### config.mk
export PLATFORM = sky130hd
export DESIGN_NAME = switch_debouncer
export DESIGN_NICKNAME = d
export VERILOG_FILES = /design/src/rtl/switch_debouncer_pkg.sv /design/src/rtl/switch_debouncer_debounce_channel.sv /design/src/rtl/switch_debouncer.sv
export SDC_FILE = /design/constraint.sdc
export NUM_CORES = 1
export LEC_CHECK = 0
export BUFFER_PORTS_ARGS = -buffer_cell sky130_fd_sc_hd__buf_2
export CORE_AREA = 2 2 99 101
export CTS_BUF_LIST = sky130_fd_sc_hd__clkbuf_4 sky130_fd_sc_hd__clkbuf_8
export CTS_CLUSTER_DIAMETER = 60
export DETAILED_ROUTE_END_ITERATION = 6
export DIE_AREA = 0 0 101 103
export RECOVER_POWER = 50
export SLEW_MARGIN = 20
export SYNTH_ARGS = -nofsm -noshare
export SYNTH_HDL_FRONTEND = slang
export SYNTH_SLANG_ARGS = --single-unit
### constraint.sdc
create_clock -name CLK100MHZ -period 1.96 [get_ports CLK100MHZ]
set_input_delay 0.098 -clock CLK100MHZ [delete_from_list [all_inputs] [get_ports CLK100MHZ]]
set_output_delay 0.098 -clock CLK100MHZ [all_outputs]
set_load 0.005 [all_outputs]
### src/rtl/switch_debouncer_pkg.sv
// ============================================================================
//  Module      : switch_debouncer_pkg
//  Description : Shared board constants and debounce FSM state encodings.
//                CLK_HZ / DEBOUNCE_MS and the derived debounce length are
//                reused by future timer and LED-blink blocks.
//  Revision    : 1.0 - initial release
// ============================================================================
`default_nettype none
`timescale 1ns/1ps

package switch_debouncer_pkg;

    // Board clock and the debounce window derived from it.
    localparam int unsigned c_clk_hz               = 100_000_000;
    localparam int unsigned c_debounce_ms          = 10;
    localparam int unsigned c_debounce_cycles_def  = (c_clk_hz / 1000) * c_debounce_ms;
    localparam int unsigned c_cnt_w_def            = 20;

    // Per-channel debounce FSM encoding.
    localparam logic [0:0] c_st_idle    = 1'b0;
    localparam logic [0:0] c_st_pending = 1'b1;

endpackage : switch_debouncer_pkg

`default_nettype wire

### src/rtl/switch_debouncer_debounce_channel.sv
// ============================================================================
//  Module      : debounce_channel
//  Description : One switch bit: 2-FF synchroniser, stability counter,
//                IDLE/PENDING FSM and registered rise/fall pulses.
//  Ports       : clk          - system clock
//                rst_n        - asynchronous active-low reset
//                i_sw         - raw asynchronous switch level
//                o_db         - debounced level
//                o_rise       - 1-cycle pulse on o_db 0->1
//                o_fall       - 1-cycle pulse on o_db 1->0
//                o_pulse_nxt  - combinational: a pulse fires on the next edge
//  Revision    : 1.0 - initial release
// ============================================================================
`default_nettype none
`timescale 1ns/1ps

module debounce_channel
    import switch_debouncer_pkg::*;
#(
    parameter int DEBOUNCE_CYCLES = c_debounce_cycles_def,
    parameter int CNT_W           = c_cnt_w_def
) (
    input  logic clk,
    input  logic rst_n,
    input  logic i_sw,
    output logic o_db,
    output logic o_rise,
    output logic o_fall,
    output logic o_pulse_nxt
);

    localparam logic [CNT_W-1:0] c_cnt_last = CNT_W'(DEBOUNCE_CYCLES - 1);

    logic             r_sync1;
    logic             r_sync2;
    logic [0:0]       r_state;
    logic [0:0]       w_state_nxt;
    logic [CNT_W-1:0] r_cnt;
    logic [CNT_W-1:0] w_cnt_nxt;
    logic             r_db;
    logic             w_db_nxt;
    logic             r_rise;
    logic             w_rise_nxt;
    logic             r_fall;
    logic             w_fall_nxt;
    logic             w_diff;
    logic             w_done;

    assign w_diff = (r_sync2 != r_db);
    assign w_done = (r_cnt == c_cnt_last);

    // State register, synchroniser and registered outputs.
    always_ff @(posedge clk or negedge rst_n) begin
        if (!rst_n) begin
            r_sync1 <= 1'b0;
            r_sync2 <= 1'b0;
            r_state <= c_st_idle;
            r_cnt   <= '0;
            r_db    <= 1'b0;
            r_rise  <= 1'b0;
            r_fall  <= 1'b0;
        end else begin
            r_sync1 <= i_sw;
            r_sync2 <= r_sync1;
            r_state <= w_state_nxt;
            r_cnt   <= w_cnt_nxt;
            r_db    <= w_db_nxt;
            r_rise  <= w_rise_nxt;
            r_fall  <= w_fall_nxt;
        end
    end

    // Next-state and counter. The first differing edge loads 1, so the
    // commit happens on the DEBOUNCE_CYCLES-th consecutive differing edge.
    always_comb begin
        w_state_nxt = r_state;
        w_cnt_nxt   = r_cnt;
        case (r_state)
            c_st_idle: begin
                if (w_diff) begin
                    w_state_nxt = c_st_pending;
                    w_cnt_nxt   = CNT_W'(1);
                end
            end
            c_st_pending: begin
                if (!w_diff || w_done) begin
                    // Bounce back to the old level, or commit: both restart.
                    w_state_nxt = c_st_idle;
                    w_cnt_nxt   = '0;
                end else begin
                    w_cnt_nxt   = r_cnt + CNT_W'(1);
                end
            end
            default: begin
                w_state_nxt = c_st_idle;
                w_cnt_nxt   = '0;
            end
        endcase
    end

    // Output decode: level and pulses are computed together so the pulse
    // lands in the same cycle as the new debounced level.
    always_comb begin
        w_db_nxt   = r_db;
        w_rise_nxt = 1'b0;
        w_fall_nxt = 1'b0;
        if ((r_state == c_st_pending) && w_diff && w_done) begin
            w_db_nxt   = r_sync2;
            w_rise_nxt = r_sync2;
            w_fall_nxt = ~r_sync2;
        end
    end

    assign o_db        = r_db;
    assign o_rise      = r_rise;
    assign o_fall      = r_fall;
    assign o_pulse_nxt = w_rise_nxt | w_fall_nxt;

endmodule : debounce_channel

`default_nettype wire

### src/rtl/switch_debouncer.sv
// ============================================================================
//  Module      : switch_debouncer
//  Description : Conditions raw slide-switch inputs: per-channel sync,
//                debounce and edge pulses, plus a combined change pulse.
//  Ports       : CLK100MHZ  - 100 MHz system clock
//                CPU_RESETN - asynchronous active-low reset
//                SW         - raw switch levels [N_SW]
//                SW_DB      - debounced levels [N_SW]
//                SW_RISE    - 1-cycle rise pulses [N_SW]
//                SW_FALL    - 1-cycle fall pulses [N_SW]
//                SW_CHANGED - 1-cycle pulse when any channel pulses
//  Revision    : 1.0 - initial release
// ============================================================================
`default_nettype none
`timescale 1ns/1ps

module switch_debouncer
    import switch_debouncer_pkg::*;
#(
    parameter int N_SW            = 3,
    parameter int DEBOUNCE_CYCLES = c_debounce_cycles_def,
    parameter int CNT_W           = c_cnt_w_def
) (
    input  logic            CLK100MHZ,
    input  logic            CPU_RESETN,
    input  logic [N_SW-1:0] SW,
    output logic [N_SW-1:0] SW_DB,
    output logic [N_SW-1:0] SW_RISE,
    output logic [N_SW-1:0] SW_FALL,
    output logic            SW_CHANGED
);

    logic [N_SW-1:0] w_pulse_nxt;
    logic            r_changed;

    for (genvar gi = 0; gi < N_SW; gi++) begin : g_ch
        debounce_channel #(
            .DEBOUNCE_CYCLES (DEBOUNCE_CYCLES),
            .CNT_W           (CNT_W)
        ) u_ch (
            .clk         (CLK100MHZ),
            .rst_n       (CPU_RESETN),
            .i_sw        (SW[gi]),
            .o_db        (SW_DB[gi]),
            .o_rise      (SW_RISE[gi]),
            .o_fall      (SW_FALL[gi]),
            .o_pulse_nxt (w_pulse_nxt[gi])
        );
    end

    // Registered from the channels' next-pulse terms so it aligns with them.
    always_ff @(posedge CLK100MHZ or negedge CPU_RESETN) begin
        if (!CPU_RESETN) begin
            r_changed <= 1'b0;
        end else begin
            r_changed <= |w_pulse_nxt;
        end
    end

    assign SW_CHANGED = r_changed;

endmodule : switch_debouncer

`default_nettype wire

# Word-level counts from Yosys, hierarchy flattened
# Index checks and enable logic that the tools add are counted.
dict set report totals {
  reg_bits 79
  latchBits 0
  ramBits 0
  rom_bits 0
  in_bits 5
  word_cells 80
  n_memories 0
}
dict set report classes {
  addsub 3
  n_mul 0
  div_mod_pow 0
  n_lt_le_gt_ge 0
  eq_ne 9
  shift 0
  n_mux 24
  bitwise_logic 9
  reduce_logical 13
}
# op n
set op_table {}
lappend op_table {{2-to-1 mux 20 bit} 6}
lappend op_table {{one-hot mux 20 bit (2 select lines)} 3}
lappend op_table {{adder 20 x 1 -> 20 bit, second input constant} 3}
lappend op_table {{equality test 20 bit, second input constant} 3}
lappend op_table {{2-to-1 mux 1 bit} 12}
lappend op_table {{logical AND 1 bit} 6}
lappend op_table {{inequality test 2 x 1 -> 1 bit, second input constant} 3}
lappend op_table {{inverter 1 bit} 6}
lappend op_table {{one-hot mux 1 bit (2 select lines)} 3}
lappend op_table {{logical NOT 1 bit} 3}
lappend op_table {{logical OR 1 bit} 3}
lappend op_table {{inequality test 1 bit} 3}
lappend op_table {{OR 1 bit} 3}
lappend op_table {{OR reduction 3 bit} 1}

# Depth between registers and ports, before layout
# Gate-level depths: netlist (run 1).
dict set report depth {
  depth_word 6
  ltp_mapped 8
  ltp_nobuf 6
}

# By module
# Synthesis (run 1) repeated with hierarchy kept, for this count alone.
dict set report unflattened {
  cells_unflattened 428
  hier_area_um2 4126.5
}
# module n_inst cells_each area_each_um2
set by_module_without_submodules {}
lappend by_module_without_submodules {debounce_channel 3 142 1365.1}
lappend by_module_without_submodules {switch_debouncer 1 2 31.3}

# Least setup slack after synthesis (run 1)
# Ideal clock, no wire load.
dict set report synth_path {
  kind {reg-to-reg}
  startpoint {register g_ch[2].u_ch.r_cnt[0]}
  endpoint {register g_ch[2].u_ch.r_cnt[14]}
  setup_ns 0.118
  t_arrival_ns 1.872
  required_time_ns 1.842
  slack_ns -0.030
  path_stages_with_launch 7
  path_buffers 0
  synth_period_minus_slack_ns 1.990
  path_cell_list {dfrtp_1 ha_1 nand3_2 nor4_1 nand4_1 a21o_1 a21o_1}
}
dict set report synth_between {
  elab_chain_len 4
  elab_cells_between_ends 5
}
# element line_no
set synth_lines {}
lappend synth_lines {{start, declared} switch_debouncer_debounce_channel.sv:38} ;# logic [CNT_W-1:0] r_cnt;
lappend synth_lines {{start signal, assigned} switch_debouncer_debounce_channel.sv:66} ;# r_cnt <= w_cnt_nxt;
lappend synth_lines {{parallel branches: the longest is 2 deep, another holds adder 20 x 1 -> 20 bit} -}
lappend synth_lines {{2-to-1 mux 20 bit (*)} switch_debouncer_debounce_channel.sv:86} ;# if (!w_diff || w_done) begin
lappend synth_lines {{one-hot mux 20 bit (2 select lines) (*)} switch_debouncer_debounce_channel.sv:78} ;# case (r_state)
# Mark *: on every way between the ends.
# A chain may end at the register's enable or synchronous reset.

# Final worst setup path (run 1)
dict set report layout_path {
  startpoint {register g_ch[2].u_ch.r_cnt[6]}
  endpoint {register g_ch[2].u_ch.r_cnt[10]}
}
# The elaborated chain is that of the path after synthesis.

==> results of run 1 <==
-- kinds of logic after synthesis --
family	after synthesis	synth area share
and+or+nand+nor	168	0.225
AOI/OAI and AO/OA	124	0.200
DFF	79	0.483
buffers and inverters	38	0.0462
muxes	10	0.0254
xor gates and xnor gates	5	0.0107
adders and majority gates	3	0.00918
-- report_power, final --
group / internal (uW) / switching (uW)
Sequential: 1670 / 53.2
Clock: 890 / 638
Combinational: 108 / 154
Total: 2670 / 846
-- metrics by stage --
stage               hold slack [ns]  power [uW]
floorplan                    -0.198        1890
detailed placement            0.132        2010
global placement              0.122        2000
global route                  0.356        3650
CTS                           0.271        3550
finish                        0.349        3520
-- area by class of cell --
type / instances / area, um2 / area share
clock inverter: 6 / 115 / 0.0241
timing repair buffer: 59 / 415 / 0.0870
multi-input combinational: 310 / 1950 / 0.408
sequential: 79 / 1980 / 0.414
clock buffer: 10 / 138 / 0.0288
inverter: 10 / 37.5 / 0.00786
tap: 114 / 143 / 0.0299
-- routing by layer --
layer	GRT usage	share of wire	vias to the layer above
li1	-	-	1681
met1	0.244	0.50	1636
met5	0	0	-
met4	0.0769	0.015	0
met2	0.283	0.46	48
met3	0.0353	0.028	10
-- worst max-delay path: stages, from the launching register on --
cell     delay [ns]
dfrtp_1        0.38
or4_4          0.54
nor4_4         0.18
a21oi_2        0.11
buf_4          0.18
o211a_1        0.11
a211o_1        0.26
-- Yosys cell counts, types with 7 or more instances --
cell type,number,share of area
clkbuf_1,12,0.011
nand4_1,11,0.017
nor2_1,25,0.023
a22o_1,8,0.017
nor3_1,7,0.0086
a21o_1,9,0.017
o21ai_0,15,0.018
mux2i_1,7,0.017
dfrtp_1,79,0.48
a31oi_1,34,0.052
a41oi_1,11,0.024
a21oi_1,29,0.035
nand2_1,42,0.039
nand2b_1,10,0.015
nor4_1,7,0.011
nand3_1,34,0.042
buf_4,9,0.017
inv_1,10,0.0092
-- worst paths after layout --
kind                                        from                     end  slack, ns  cells after the start
max in group asynchronous             CPU_RESETN    g_ch[2].u_ch.r_state       0.55                      3
setup / recovery           g_ch[2].u_ch.r_cnt[6]  g_ch[2].u_ch.r_cnt[10]       0.10                      6
setup reg to reg           g_ch[2].u_ch.r_cnt[6]  g_ch[2].u_ch.r_cnt[10]       0.10                      6
hold / removal              g_ch[1].u_ch.r_sync1    g_ch[1].u_ch.r_sync2       0.35                      0
min in group asynchronous             CPU_RESETN  g_ch[1].u_ch.r_cnt[18]       0.46                      2
hold reg to reg             g_ch[1].u_ch.r_sync1    g_ch[1].u_ch.r_sync2       0.35                      0
-- placed cells by master (no fill, tap or decap), types with 3 or more instances in the layout --
| cell | count |
|---|---|
| clkbuf_8 | 10 |
| clkbuf_2 | 4 |
| clkbuf_1 | 6 |
| dfrtp_1 | 79 |
| nor3b_1 | 6 |
| nand2b_1 | 10 |
| a21oi_2 | 3 |
| mux2_2 | 3 |
| inv_1 | 10 |
| a31oi_1 | 34 |
| a41oi_1 | 11 |
| buf_2 | 7 |
| and4b_1 | 3 |
| nand4_1 | 11 |
| o31ai_1 | 3 |
| and3_1 | 6 |
| dlygate4sd3_1 | 4 |
| nand2_1 | 42 |
| buf_4 | 37 |
| nor4_1 | 6 |
| nand3_1 | 34 |
| nor3_1 | 7 |
| bufinv_16 | 3 |
| o21ai_0 | 15 |
| nand3b_1 | 3 |
| a22o_1 | 8 |
| mux2i_1 | 7 |
| a21oi_1 | 28 |
| a21o_1 | 9 |
| nor4_2 | 4 |
| nor2_1 | 24 |
| xor2_1 | 3 |
-- flip-flops by register name, summed over array words and instances, names as in the netlist --
register and cells:
g_ch.u_ch.o_rise 3, g_ch.u_ch.r_sync1 3, g_ch.u_ch.o_fall 3, g_ch.u_ch.r_sync2 3
g_ch.u_ch.r_state 3, g_ch.u_ch.r_cnt 60, g_ch.u_ch.o_db 3, SW_CHANGED 1
-- timing repair --
item	4_1_cts	5_1_grt
hold endpoints to repair	41	0
endpoints found under the setup margin	0	13
hold buffers	4	0
buffers inserted	0	1
resized for setup	0	3
==> metrics, run 1 <==
Post-synth ARST share=1.00; worst slack, placed=around 0.064 ns; Max Root-Sink Buffers=2; Post-Synthesis Cells=427; startpoint type of the worst setup path=flop; final setup vio count=0; synthesized flop and latch total=roughly 80; critical path fanouts, max=9; Max Cap Viol=0; final hold vios=0; largest net degree at the start of global routing=42; TritonCTS clock tree=yes; mean post-synth cell area=roughly 9.6 um2; CP required=roughly 2.2 ns; EDFF count, synth=0; core area=9460 um2; placed inst area=4480 um2; Ports=15; DIE AREA=10400 um2; die width=101 um; Post-DP HPWL=6060 um; antenna cells=0; skew final=0.0127 ns; area grow syn2layout=16.7%; Vias=3375; synthesized cell area=4090 um2; Peak VDD IR=roughly 0.44 mV; clock sinks=79; PD cells=737 nW/um2; Slew Viols, Final=0; GRT Total Usage=0.180; Top FF cell, synth=dfrtp_1; initial antenna violation count=0; Layout Nets=between 400 and 500; Seq/Total Area, Yosys=0.483; Worst-Skew Late Latency=0.37 ns; clk slew on worst S/H paths=approximately 0.08 ns; first-pass GRT wire length=14800 um; Inserted Clock Buffers=9; Least-Margin Pin Slew=1.08 ns; drt total wl=8740 um; final core area utilization=0.505; critical path arrival=2.11 ns; # port buffers=14; final instance area=4770 um2; Leak=0.00207 uW; Die Height=103 um; Slew HR=0.283; part of the cycle the worst path needs=0.948; drt pass-1 iters=4; RSZ-0062 raised after global routing=no; DR WL/cell=14.9 um; post-synth cell types=47; GPL Wtd Cong=0.847; accumulated negative setup slack=0 ns; CP Capture Type=flop; Setup Crit Path Kind=reg2reg; initial drt markers=176; GR Overflow Total=0; Worst Hold Class=reg2reg; Setup WS post-layout=0.102 ns; fin cells=~590; DRC viols=0; Synthesis Warnings=0; FP Rows=36; Fillers=872; Net Count, Synth=435; status=completed; Tmin final=1.86 ns; post-DR vias/cell=approximately 5.7; root buffer cell=clkbuf_8; placed cell count=about 570; H-tree levels=3; FMAX=538 MHz; share of cells above drive strength 1=0.177; Routed Antenna Nets=0; vias in the first global route=3143; starting density of the core=0.433
No activity file was read; power rests on OpenSTA's default activity.
==> run 2, diff against run 1 <==
--- a/config.mk
+++ b/config.mk
@@ -6,11 +6,11 @@
 export NUM_CORES = 1
 export LEC_CHECK = 0
 export BUFFER_PORTS_ARGS = -buffer_cell sky130_fd_sc_hd__buf_2
-export CORE_AREA = 2 2 99 101
+export CORE_AREA = 2 2 131 133
 export CTS_BUF_LIST = sky130_fd_sc_hd__clkbuf_4 sky130_fd_sc_hd__clkbuf_8
 export CTS_CLUSTER_DIAMETER = 60
 export DETAILED_ROUTE_END_ITERATION = 6
-export DIE_AREA = 0 0 101 103
+export DIE_AREA = 0 0 133 135
 export RECOVER_POWER = 50
 export SLEW_MARGIN = 20
 export SYNTH_ARGS = -nofsm -noshare
==> run 2 against run 1 <==
  * The flow now finishes with violations (max-capacitance violations, max-slew violations)
  * Count of clock-buffer cells in the layout grew 2
  * Core utilization fell by 21 points
  * Largest power group unchanged
  * Wire length grew 3.7%
  * Setup slack got worse by 0.026 ns
  * Critical path depth fell by 1
  * Register-to-register slack got worse by 0.03 ns
  * Largest cell class is now multi-input gates
  * Total power down 7.9%
  * Critical path type unchanged
  * Via count up 0.77%
  * Hold slack better by 0.0038 ns
==> metrics, run 2 (synthesis gave the netlist of run 1 again) <==
critical path arrival=2.13 ns; max reg flops=60; critical path fanouts, max=12; Layout Nets=472; largest net degree at the start of global routing=55; Routed Antenna Nets=0; status=finished with violations; Die Height=135 um; FMAX=531 MHz; clock sinks=79; area grow syn2layout=19.1%; vias in the first global route=3226; H-tree levels=3; hold wc startpoint=g_ch[2].u_ch.r_sync1; Post-DP HPWL=roughly 6400 um; RSZ-0062 raised after global routing=yes; startpoint type of the worst setup path=flop; Slew Viols, Final=26; Largest Register=g_ch.u_ch.r_cnt; GPL Wtd Cong=0.869; total chip power=between 3000 and 4000 uW; post-DR vias/cell=around 4.9; DIE AREA=around 18000 um2; skew final=0.0104 ns; Worst path max stage delay=0.55 ns; Top delay family on crit path=simple AND/OR/NAND/NOR gates; Least-Margin Pin Slew=~1.5 ns; accumulated negative setup slack=0 ns; Slowest cell on crit path=or4_4; FP Rows=between 40 and 50; core area=16400 um2; final hold vios=0; final core area utilization=0.297; Fillers=approximately 1700; Leak=approximately 0.002 uW; die width=between 100 and 150 um; most common cell after layout, fill and taps aside=dfrtp_1; final setup vio count=0; fin cells=about 690; drt total wl=9070 um; placed cell count=667; Peak VDD IR=between 0.2 and 0.3 mV; failing checks=max-capacitance violations, max-slew violations; TritonCTS clock tree=yes; DRC viols=0; part of the cycle the worst path needs=0.961; Max Root-Sink Buffers=2; # port buffers=14; Worst Hold Class=reg2reg; Setup Crit Path Kind=reg2reg; DR WL/cell=13.2 um; Tmin final=1.88 ns; worst r2r src=g_ch[2].u_ch.r_cnt[6]; PD cells=around 660 nW/um2; CP bufs+invs=1; antenna cells=0; R2R cell count=5; CP cell instances=or4_4 -> nor4_4 -> a21oi_4 -> buf_4 -> a22o_1; first-pass GRT wire length=15300 um; Worst-Skew Late Latency=0.36 ns; GR Overflow Total=0; root buffer cell=clkbuf_8; RR Endpoint=g_ch[2].u_ch.r_cnt[1]; hold path endpoint=g_ch[2].u_ch.r_sync2; Vias=roughly 3400; GRT Total Usage=0.104; R2R setup slack=0.08 ns; Slew HR=-0.0103; Setup crit start=g_ch[2].u_ch.r_cnt[6]; drt pass-1 iters=4; hold path cells=0; most frequent cells in the layout=dfrtp_1 (79), nand2_1 (42), a31oi_1 (34), buf_4 (34), nand3_1 (33); CP required=2.21 ns; initial antenna violation count=0; Max Cap Viol=1; Ports=15; starting density of the core=0.249; Inserted Clock Buffers=9; share of cells above drive strength 1=0.184; CP Capture Type=flop; clk slew on worst S/H paths=0.08 ns; initial drt markers=215
[run 2: cell count changes in the layout (fill, tap and decap cells not counted), moves of 2 or more]
| cell | change |
|---|---|
| clkbuf_2 | -4 |
| nor4_2 | +2 |
| bufinv_16 | -2 |
| inv_6 | -2 |
| buf_2 | +5 |
| nor4_1 | -2 |
| buf_4 | -3 |
| clkbuf_1 | -4 |
[run 2: area by class of cell]
cell class | count | area (um2) | share of cell area
Sequential cell | 79 | 1980 | 0.406
Inverter | 10 | 37.5 | 0.00770
Timing Repair Buffer | 54 | 403 | 0.0826
Tap cell | 220 | 275 | 0.0565
Multi-Input combinational cell | 310 | 1980 | 0.406
Clock buffer | 12 | 159 | 0.0326
Clock inverter | 3 | 42.5 | 0.00873
[run 2: repair_timing]
action,in CTS,in global routing
setup buffers,0,2
endpoints found under the setup margin,0,20
gates resized for setup,0,8
hold endpoints to repair,28,0
hold buffers,4,0
[run 2: report_power, final]
part / internal, uW / switching (uW) / leakage (uW)
Combinational: 110 / 154 / 0.000875
Clock: 663 / 584 / 0.000102
Sequential: 1670 / 53.4 / 0.00107
[run 2: metrics by stage]
step / hold slack, ns / cell area (um2) / worst slack (ns)
after detailed placement: 0.0428 / 4580 / 0.0427
after CTS: 0.202 / 4820 / 0.0192
after global placement: 0.0431 / 4580 / 0.0930
after global routing: 0.359 / 4870 / -0.0168
final: 0.353 / 4870 / 0.0759
after floorplan: -0.198 / 4100 / 0.0288
[run 2: worst max-delay path by stage]
| stage | to | slack [ns] | cells after the start |
|---|---|---|---|
| after global placement | g_ch[2].u_ch.r_cnt[6] | 0.09 | 7 |
| after detailed placement | g_ch[2].u_ch.r_cnt[6] | 0.04 | 7 |
| after global routing | g_ch[2].u_ch.r_cnt[13] | -0.02 | 6 |
| final | g_ch[2].u_ch.r_cnt[1] | 0.08 | 5 |
| after floorplan | g_ch[2].u_ch.r_cnt[9] | 0.03 | 6 |
| after CTS | g_ch[2].u_ch.r_cnt[6] | 0.02 | 7 |
[run 2: layer usage]
layer,up-vias,track usage,share of wire
met5,-,0,0
met4,0,0.0305,0.011
met3,9,0.0319,0.033
met2,48,0.168,0.48
met1,1673,0.135,0.47
li1,1671,-,-
